### config.mk
export PLATFORM = sky130hd
export DESIGN_NAME = pwm_audio_out
export DESIGN_NICKNAME = d
export VERILOG_FILES = /design/src/rtl/pwm_audio_out.sv
export SDC_FILE = /design/constraint.sdc
export NUM_CORES = 1
export LEC_CHECK = 0
export ABC_AREA = 1
export BUFFER_PORTS_ARGS = -buffer_cell sky130_fd_sc_hd__buf_4
export CELL_PAD_IN_SITES_DETAIL_PLACEMENT = 1
export CELL_PAD_IN_SITES_GLOBAL_PLACEMENT = 2
export CORE_ASPECT_RATIO = 1.5
export CORE_MARGIN = 3
export CORE_UTILIZATION = 36
export CTS_BUF_LIST = sky130_fd_sc_hd__clkbuf_2
export CTS_CLUSTER_SIZE = 14
export DETAILED_ROUTE_END_ITERATION = 8
export PLACE_DENSITY = 0.81
export SYNTH_ARGS = -nofsm -noshare
export SYNTH_HDL_FRONTEND = slang
export SYNTH_SLANG_ARGS = --single-unit
### constraint.sdc
create_clock -name clk -period 1.8 [get_ports clk]
set_input_delay 0.09 -clock clk [delete_from_list [all_inputs] [get_ports clk]]
set_output_delay 0.09 -clock clk [all_outputs]
set_load 0.01 [all_outputs]
### src/rtl/pwm_audio_out.sv
// PWM audio output stage: single-entry sample buffer, period-aligned duty update, underrun counting.
// Optional macro PWM_UNDERRUN_MIDSCALE_EN: an underrun loads midscale duty instead of holding it.
module pwm_audio_out #(
  parameter int WIDTH  = 8,
  parameter int UCNT_W = 8
) (
  input  logic              clk,
  input  logic              nrst,
  input  logic              enable,
  input  logic [WIDTH-1:0]  sample,
  input  logic              sample_valid,
  output logic              sample_ready,
  output logic              pwm_out,
  output logic              underrun,
  output logic [UCNT_W-1:0] underrun_count
);

  localparam logic [1:0] IDLE  = 2'd0;
  localparam logic [1:0] PRIME = 2'd1;
  localparam logic [1:0] RUN   = 2'd2;

  localparam logic [WIDTH-1:0] CNT_MAX = {WIDTH{1'b1}};
  localparam logic [WIDTH-1:0] CNT_ONE = {{(WIDTH-1){1'b0}}, 1'b1};
`ifdef PWM_UNDERRUN_MIDSCALE_EN
  localparam logic [WIDTH-1:0] MIDSCALE = {1'b1, {(WIDTH-1){1'b0}}};
`endif

  logic [1:0]        state_q, state_d;
  logic [WIDTH-1:0]  count_q, count_d;
  logic [WIDTH-1:0]  duty_q, duty_d;
  logic [WIDTH-1:0]  buf_q, buf_d;
  logic              full_q, full_d;
  logic [UCNT_W-1:0] ucnt_q, ucnt_d;
  logic              accept;
  logic              boundary;

  function automatic logic [UCNT_W-1:0] sat_inc(input logic [UCNT_W-1:0] v);
    if (v == {UCNT_W{1'b1}}) return v;
    return v + {{(UCNT_W-1){1'b0}}, 1'b1};
  endfunction

  assign sample_ready   = !full_q;
  assign accept         = sample_valid && !full_q;
  assign boundary       = (state_q == RUN) && (count_q == CNT_MAX);
  assign pwm_out        = (state_q == RUN) && (count_q < duty_q);
  assign underrun       = enable && boundary && !full_q && !sample_valid;
  assign underrun_count = ucnt_q;

  always_comb begin
    state_d = state_q;
    count_d = count_q;
    duty_d  = duty_q;
    buf_d   = buf_q;
    full_d  = full_q;
    ucnt_d  = ucnt_q;

    if (accept) begin
      buf_d  = sample;
      full_d = 1'b1;
    end

    if (!enable) begin
      state_d = IDLE;
      count_d = '0;
      duty_d  = '0;
    end else begin
      case (state_q)
        IDLE: begin
          state_d = PRIME;
          count_d = '0;
        end
        PRIME: begin
          count_d = '0;
          if (full_q) begin
            duty_d  = buf_q;
            full_d  = 1'b0;
            state_d = RUN;
          end
        end
        RUN: begin
          count_d = count_q + CNT_ONE;
          if (boundary) begin
            if (full_q) begin
              duty_d = buf_q;
              full_d = 1'b0;
            end else if (sample_valid) begin
              // Bypass: the sample goes straight to duty and never occupies the buffer.
              duty_d = sample;
              full_d = 1'b0;
            end else begin
              ucnt_d = sat_inc(ucnt_q);
`ifdef PWM_UNDERRUN_MIDSCALE_EN
              duty_d = MIDSCALE;
`else
              duty_d = duty_q;
`endif
            end
          end
        end
        default: begin
          state_d = IDLE;
          count_d = '0;
          duty_d  = '0;
        end
      endcase
    end
  end

  always_ff @(posedge clk or negedge nrst) begin
    if (!nrst) begin
      state_q <= IDLE;
      count_q <= '0;
      duty_q  <= '0;
      buf_q   <= '0;
      full_q  <= 1'b0;
      ucnt_q  <= '0;
    end else begin
      state_q <= state_d;
      count_q <= count_d;
      duty_q  <= duty_d;
      buf_q   <= buf_d;
      full_q  <= full_d;
      ucnt_q  <= ucnt_d;
    end
  end

endmodule

==> flow_metrics.tcl, run 1 <==
set metrics [dict create \
    status "finished, final reports clean" \
    htreeDepth 2 \
    cts_buffers 5 \
    cp.arrival_ns 1.64 \
    dp_hpwl_um 4240 \
    crit_required_ns 1.71 \
    ys_warn_count 0 \
    ios 23 \
    grtUsageMet3_pct 2.69 \
    start_kind "register" \
    ant_nets 0 \
    row_count 33 \
    critPathLaunch "count_q[7]$_DFF_PN0_" \
    fp.coreArea_mm2 0.00562 \
    syn_inst 275 \
    fin_skew_ns 0.0163 \
    period_share_pct 95.9 \
    slew_violations 0 \
    post_drt_wl_per_cell_um 14.0 \
    gr-total-overflow 0 \
    start_util_pct 38.1 \
    drive_above_1_share_pct 22.9 \
    drtIter0Drc 38 \
    worstPathMaxFanout 2 \
    finalHoldViolations 0 \
    cts_tree "built" \
    fin_crit_ns 1.73 \
    die_w_um 68.9 \
    gr-max-usage-layer "met2" \
    p_per_area_mw_per_mm2 867 \
    grtUsageMet2_pct 34.6 \
    synth-seq-cells 35 \
    grt_pass1_wl_um 9410 \
    crit_path_end "pwm_out" \
    fin_util_pct 48.2 \
    antenna_found_initial 0 \
    ys_seq_area_share_pct 41.0 \
    syn-cell-area_mm2 0.00214 \
    place.port_buffers 22 \
    worst_pin_slew_ns 0.474 \
    reg2regPathDepth 8 \
    n_antenna_cell 0 \
    drc 0 \
    maxSlewHeadroom_pct 68.4 \
    grtUsageTotal_pct 18.1 \
    clk_latency_ns 0.38 \
    ir_drop_mv 0.299 \
    finalSetupTns_ns 0 \
    max_freq_mhz 579 \
    end_kind "output pin" \
    grt_use_met1_pct 19.1 \
    rsz0062_at_grt "true" \
    die_area_mm2 0.00692 \
    ff2ff_setup_slack_ns 0.18 \
    cts-root-buf "clkbuf_2" \
    setup_viol 0 \
    avgSynthCellArea_um2 7.77 \
    dr.pass1.iters 4 \
    r2r-start "state_q[0]$_DFFE_PN0P_" \
    vias_per_cell 4.87 \
    critical_path_class "register to output pin" \
    num-fill-cells 732 \
    cts_sinks 35 \
    cap_viol_max_count 0 \
    reg2reg_to "duty_q[2]$_DFFE_PN0P_" \
    power.leakage_nw 1.43 \
    grt_max_degree 36 \
    wl_um 5560 \
    grt_pass1_vias 2022 \
    clockBufferDepth 2 \
    dr_total_vias 1934 \
    syn_to_final_growth_pct 26.8 \
    synth_fp_nets 300 \
    final_nets 351 \
    finalWeightedCongestion 0.742 \
    die_y_um 100 \
    min_path_type "input pin to register" \
    clk_pin_slew_ns 0.18 \
    yosys.cell_types.count 26 \
]
==> worst max-delay path: stages (launching register included) <==
cell and delay (ns):
dfrtp_1 0.48, ha_4 0.25, nand2_2 0.08, inv_1 0.05, nand2_1 0.05, nand4_1 0.10
a21oi_2 0.11, buf_4 0.12
==> synthesized netlist by cell type, drive strengths merged <==
cell type	number	area, um2
nand2	109	447
inv	36	138
dfrtp	35	876
nand3	19	113
a21oi	17	85.1
nor2	16	113
ha	13	163
o21ai	8	40.0
o21bai	8	60.1
nand4	3	18.8
xor2	3	26.3
nor3	2	10.0
a22oi	1	21.3
a31oi	1	6.26
and3	1	6.26
buf	1	5.00
clkbuf	1	5.00
clkinv	1	5.00
==> cell type report <==
cell class / instances / area [um2] / area share, %
clock buffer: 6 / 30.0 / 1.11
clock inverter: 2 / 7.51 / 0.277
inverter: 37 / 143 / 5.27
multi-input combinational: 201 / 1190 / 44.1
sequential: 35 / 878 / 32.4
tap: 70 / 87.6 / 3.23
timing repair buffer: 46 / 368 / 13.6
==> registers in the layout, summed over array words and instances (netlist names) <==
register        cells
state_q             2
full_q              1
underrun_count      8
duty_q              8
buf_q               8
count_q             8
==> cells in the final DEF (no fill, tap or decap), types with 3 or more instances in the layout <==
cell             n
nand2_1        101
buf_4           37
dfrtp_1         33
inv_1           32
nand3_1         17
a21oi_1         16
nor2_1          10
dlygate4sd3_1    9
o21ai_0          8
o21bai_1         8
ha_1             7
ha_4             6
clkbuf_2         6
nand2_2          4
nand2_4          4
inv_2            3
nand4_1          3
xor2_1           3
==> how the worst min path moves through the flow <==
| stage | cells after the start | slack [ns] | to | start |
|---|---|---|---|---|
| after global routing | 3 | 0.08 | count_q[0]$_DFF_PN0_ | enable |
| after floorplan | 0 | -0.21 | buf_q[0]$_DFFE_PN0P_ | nrst |
| final | 3 | 0.07 | state_q[0]$_DFFE_PN0P_ | enable |
| after detailed placement | 1 | 0.09 | count_q[7]$_DFF_PN0_ | nrst |
| after CTS | 3 | 0.04 | state_q[0]$_DFFE_PN0P_ | enable |
| after global placement | 1 | 0.08 | count_q[5]$_DFF_PN0_ | nrst |
==> per-layer routing <==
metal	share of wire (%)	up-vias
met5	0	-
met4	1.6	0
met3	1.9	5
met2	59	19
met1	37	941
li1	-	969
==> metrics by stage <==
step	hold WS (ns)	setup slack [ns]	power [mW]	instances	instance area (um2)
after floorplan	-0.206	0.421	1.62	275	2140
after global placement	0.0755	0.214	1.87	367	2390
after detailed placement	0.0877	0.194	1.90	367	2390
after CTS	0.0399	0.00370	2.31	388	2570
after global routing	0.0755	-0.0557	2.57	397	2710
final	0.0670	0.0742	2.35	397	2710
==> logic make-up (layout without fill, tap and decap cells) <==
group           Yosys count  after routing  synth area share (%)
flops                    35             35                  41.0
simple gates            150            150                  33.1
compound gates           35             35                  9.95
fa+ha+maj                13             13                  7.61
xor+xnor                  3              3                  1.23
buf+inv                  39             91                  7.14
==> power by group <==
| part | total, mW | internal, mW | leakage, nW | switching [mW] |
|---|---|---|---|---|
| clock | 0.352 | 0.0935 | 0.0281 | 0.259 |
| sequential | 1.05 | 0.933 | 0.425 | 0.115 |
| combinational | 0.947 | 0.359 | 0.977 | 0.588 |
| total | 2.35 | 1.39 | 1.43 | 0.962 |
==> repair_timing <==
action | 4_1_cts | 5_1_grt
hold buffers | 9 | 0
hold endpoints to repair | 43 | 0
buffers inserted | 4 | 9
endpoints found under the setup margin | 2 | 2
resized for setup | 4 | 12
pin swaps | 2 | 4
(Power assumes the default switching activity.)
==> run 2, diff against run 1 <==
--- a/config.mk
+++ b/config.mk
@@ -11,11 +11,10 @@
 export CELL_PAD_IN_SITES_GLOBAL_PLACEMENT = 2
 export CORE_ASPECT_RATIO = 1.5
 export CORE_MARGIN = 3
-export CORE_UTILIZATION = 36
-export CTS_BUF_LIST = sky130_fd_sc_hd__clkbuf_2
+export CORE_UTILIZATION = 34
 export CTS_CLUSTER_SIZE = 14
 export DETAILED_ROUTE_END_ITERATION = 8
-export PLACE_DENSITY = 0.81
+export PLACE_DENSITY = 0.77
 export SYNTH_ARGS = -nofsm -noshare
 export SYNTH_HDL_FRONTEND = slang
 export SYNTH_SLANG_ARGS = --single-unit
==> run 2 against run 1 <==
  * Non-clock buffer count decreased by 19
  * Cell area decreased by 5.6%
  * Total power increased by 11%
  * Global-route usage decreased by 1.9 points
  * Routed wire length decreased by 7.7%
  * Register-to-register slack improved by 0.07 ns
  * Combinational power decreased by 12%
  * Sequential share of layout area increased by 1.8 points
  * Core utilization decreased by 5.3 points
  * Sequential power about the same
  * Critical path type unchanged
  * Largest cell class unchanged
==> flow_metrics.tcl, run 2 (synthesis gave the netlist of run 1 again) <==
set metrics [dict create \
    crit_family "flip-flops" \
    finalHoldViolations 0 \
    max_freq_mhz 605 \
    gr-max-usage-layer "met2" \
    clockBufferDepth 2 \
    final_cell_mix "102 x nand2_1, 35 x inv_1, 35 x dfrtp_1, 26 x buf_4" \
    cp_slowest_stage_delay_ns 0.39 \
    slew_violations 0 \
    setup_viol 0 \
    place.port_buffers 22 \
    ant_nets 0 \
    worstPathMaxFanout 6 \
    clk_latency_ns 0.28 \
    dpl_cell_area_mm2 0.00240 \
    drc 0 \
    dp_slack_ns 0.175 \
    worst_pin_slew_ns 0.472 \
    cp.buffers_inverters 3 \
    row_count 34 \
    syn_to_final_growth_pct 19.7 \
    status "finished, final reports clean" \
    num-fill-cells 761 \
    switchingPower_mw 0.935 \
    p_seq_share_pct 39.9 \
    min_from "sample[4]" \
    cap_viol_max_count 0 \
    drive_above_1_share_pct 17.5 \
    crit_top_cell "inv_1" \
    critical-path-slowest-cell "dfrtp_1" \
    sw_frac_of_total_pct 35.8 \
    ir_drop_mv 0.452 \
    clk_pin_slew_ns 0.07 \
    n_antenna_cell 0 \
    finalInstanceArea_mm2 0.00256 \
    grt_pass1_wl_um 9320 \
    grt_use_met1_pct 17.7 \
    intPower_mw 1.68 \
    fp.coreArea_mm2 0.00596 \
    grtUsageMet2_pct 31.4 \
    grtUsageTotal_pct 16.2 \
    cts_sinks 35 \
    wl_um 5130 \
    dr_total_vias 1850 \
    critical_path_class "register to output pin" \
    htreeDepth 2 \
    rsz0062_at_grt "false" \
    post_drt_wl_per_cell_um 13.5 \
    period_share_pct 91.8 \
    grt_max_degree 36 \
    grt_pass1_vias 1961 \
    power.leakage_nw 1.37 \
    p_per_area_mw_per_mm2 1020 \
    final_nets 332 \
    mostFrequentLayoutCell "nand2_1" \
    end_kind "output pin" \
    finalWeightedCongestion 0.740 \
    vias_per_cell 4.87 \
    cts_tree "built" \
    fin_cells 380 \
    comb_power_share_pct 31.9 \
    path_cells "inv_1 > ha_4 > inv_1 > nor2_1 > nand4_1 > a21oi_1 > buf_4" \
    dp_hpwl_um 4000 \
    ios 23 \
    finalSetupTns_ns 0 \
    cp.arrival_ns 1.56 \
    p_clk_share_pct 28.2 \
    die_area_mm2 0.00729 \
    r2r-start "count_q[0]$_DFF_PN0_" \
    fin_crit_ns 1.65 \
    drtIter0Drc 49 \
    maxSlewHeadroom_pct 68.5 \
    fin_ws_ns 0.147 \
    grtUsageMet3_pct 2.73 \
    start_kind "register" \
    p_total_mw 2.61 \
    critPathLaunch "state_q[0]$_DFFE_PN0P_" \
    dr.pass1.iters 3 \
    die_y_um 103 \
    fin_skew_ns 0.00633 \
    cts-root-buf "clkbuf_8" \
    dp_cells 370 \
    min_path_type "input pin to register" \
    start_util_pct 35.9 \
    die_w_um 70.7 \
    gr-total-overflow 0 \
    cts_buffers 5 \
    antenna_found_initial 0 \
    crit_required_ns 1.71 \
]
## run 2: changes by cell type in the layout (fill, tap and decap cells not counted), sizes merged
cell         before  now
bufinv            0    1
buf              37   26
clkinv            3    2
dlygate4sd3       9    1
## run 2: worst reg2reg max path, stage by stage, from the launching register on
cell	delay (ns)
dfrtp_1	0.40
ha_1	0.21
nand2_2	0.10
nor2_8	0.16
nand3_4	0.09
buf_4	0.20
nor2_8	0.19
nand2_1	0.07
nand2_1	0.07
## run 2: worst paths after layout
check                      depth (start not counted)                             to  slack, ns
setup / recovery                                   7                        pwm_out       0.15
hold / removal                                     3           buf_q[4]$_DFFE_PN0P_       0.01
setup reg to reg                                   8  underrun_count[4]$_DFFE_PN0P_       0.25
hold reg to reg                                    2          duty_q[0]$_DFFE_PN0P_       0.47
max in group asynchronous                          2          duty_q[0]$_DFFE_PN0P_       1.16
min in group asynchronous                          2         state_q[0]$_DFFE_PN0P_       0.31
## run 2: power groups by stage
stage	Clock (mW)	Sequential (mW)	Combinational [mW]
6_report	0.737	1.04	0.833
3_3_place_gp	0	1.05	0.835
3_5_place_dp	0	1.05	0.842
5_1_grt	0.794	1.06	0.982
4_1_cts	0.763	1.04	0.852
2_1_floorplan	0	1.03	0.596
## run 2: what timing repair did
action | in CTS | in global routing
gates resized for setup | 2 | 1
setup endpoints to repair | 2 | 1
hold buffers | 1 | 0
buffers inserted | 1 | 0
endpoints found under the hold margin | 35 | 0
pin swaps | 1 | 0
## run 2: per-stage QoR
step	hold WS [ns]	utilization [%]
floorplan	-0.206	-
global placement	0.0828	40.4
detailed placement	0.0866	40.4
CTS	0.00729	42.8
global route	0.0172	42.9
finish	0.0119	42.9
## run 2: cell type report
| cell class | instances | area, um2 | area share, % |
|---|---|---|---|
| Clock inverter | 2 | 35.0 | 1.37 |
| Multi-Input combinational cell | 201 | 1130 | 44.0 |
| Timing Repair Buffer | 27 | 205 | 8.02 |
| Tap cell | 72 | 90.1 | 3.52 |
| Clock buffer | 6 | 82.6 | 3.23 |
| Sequential cell | 35 | 876 | 34.2 |
| Inverter | 37 | 143 | 5.58 |
## run 2: layer usage
metal	wire, um	vias up
met1	2080	897
met2	2850	18
met5	0	-
met3	144	4
met4	54	0
li1	-	931
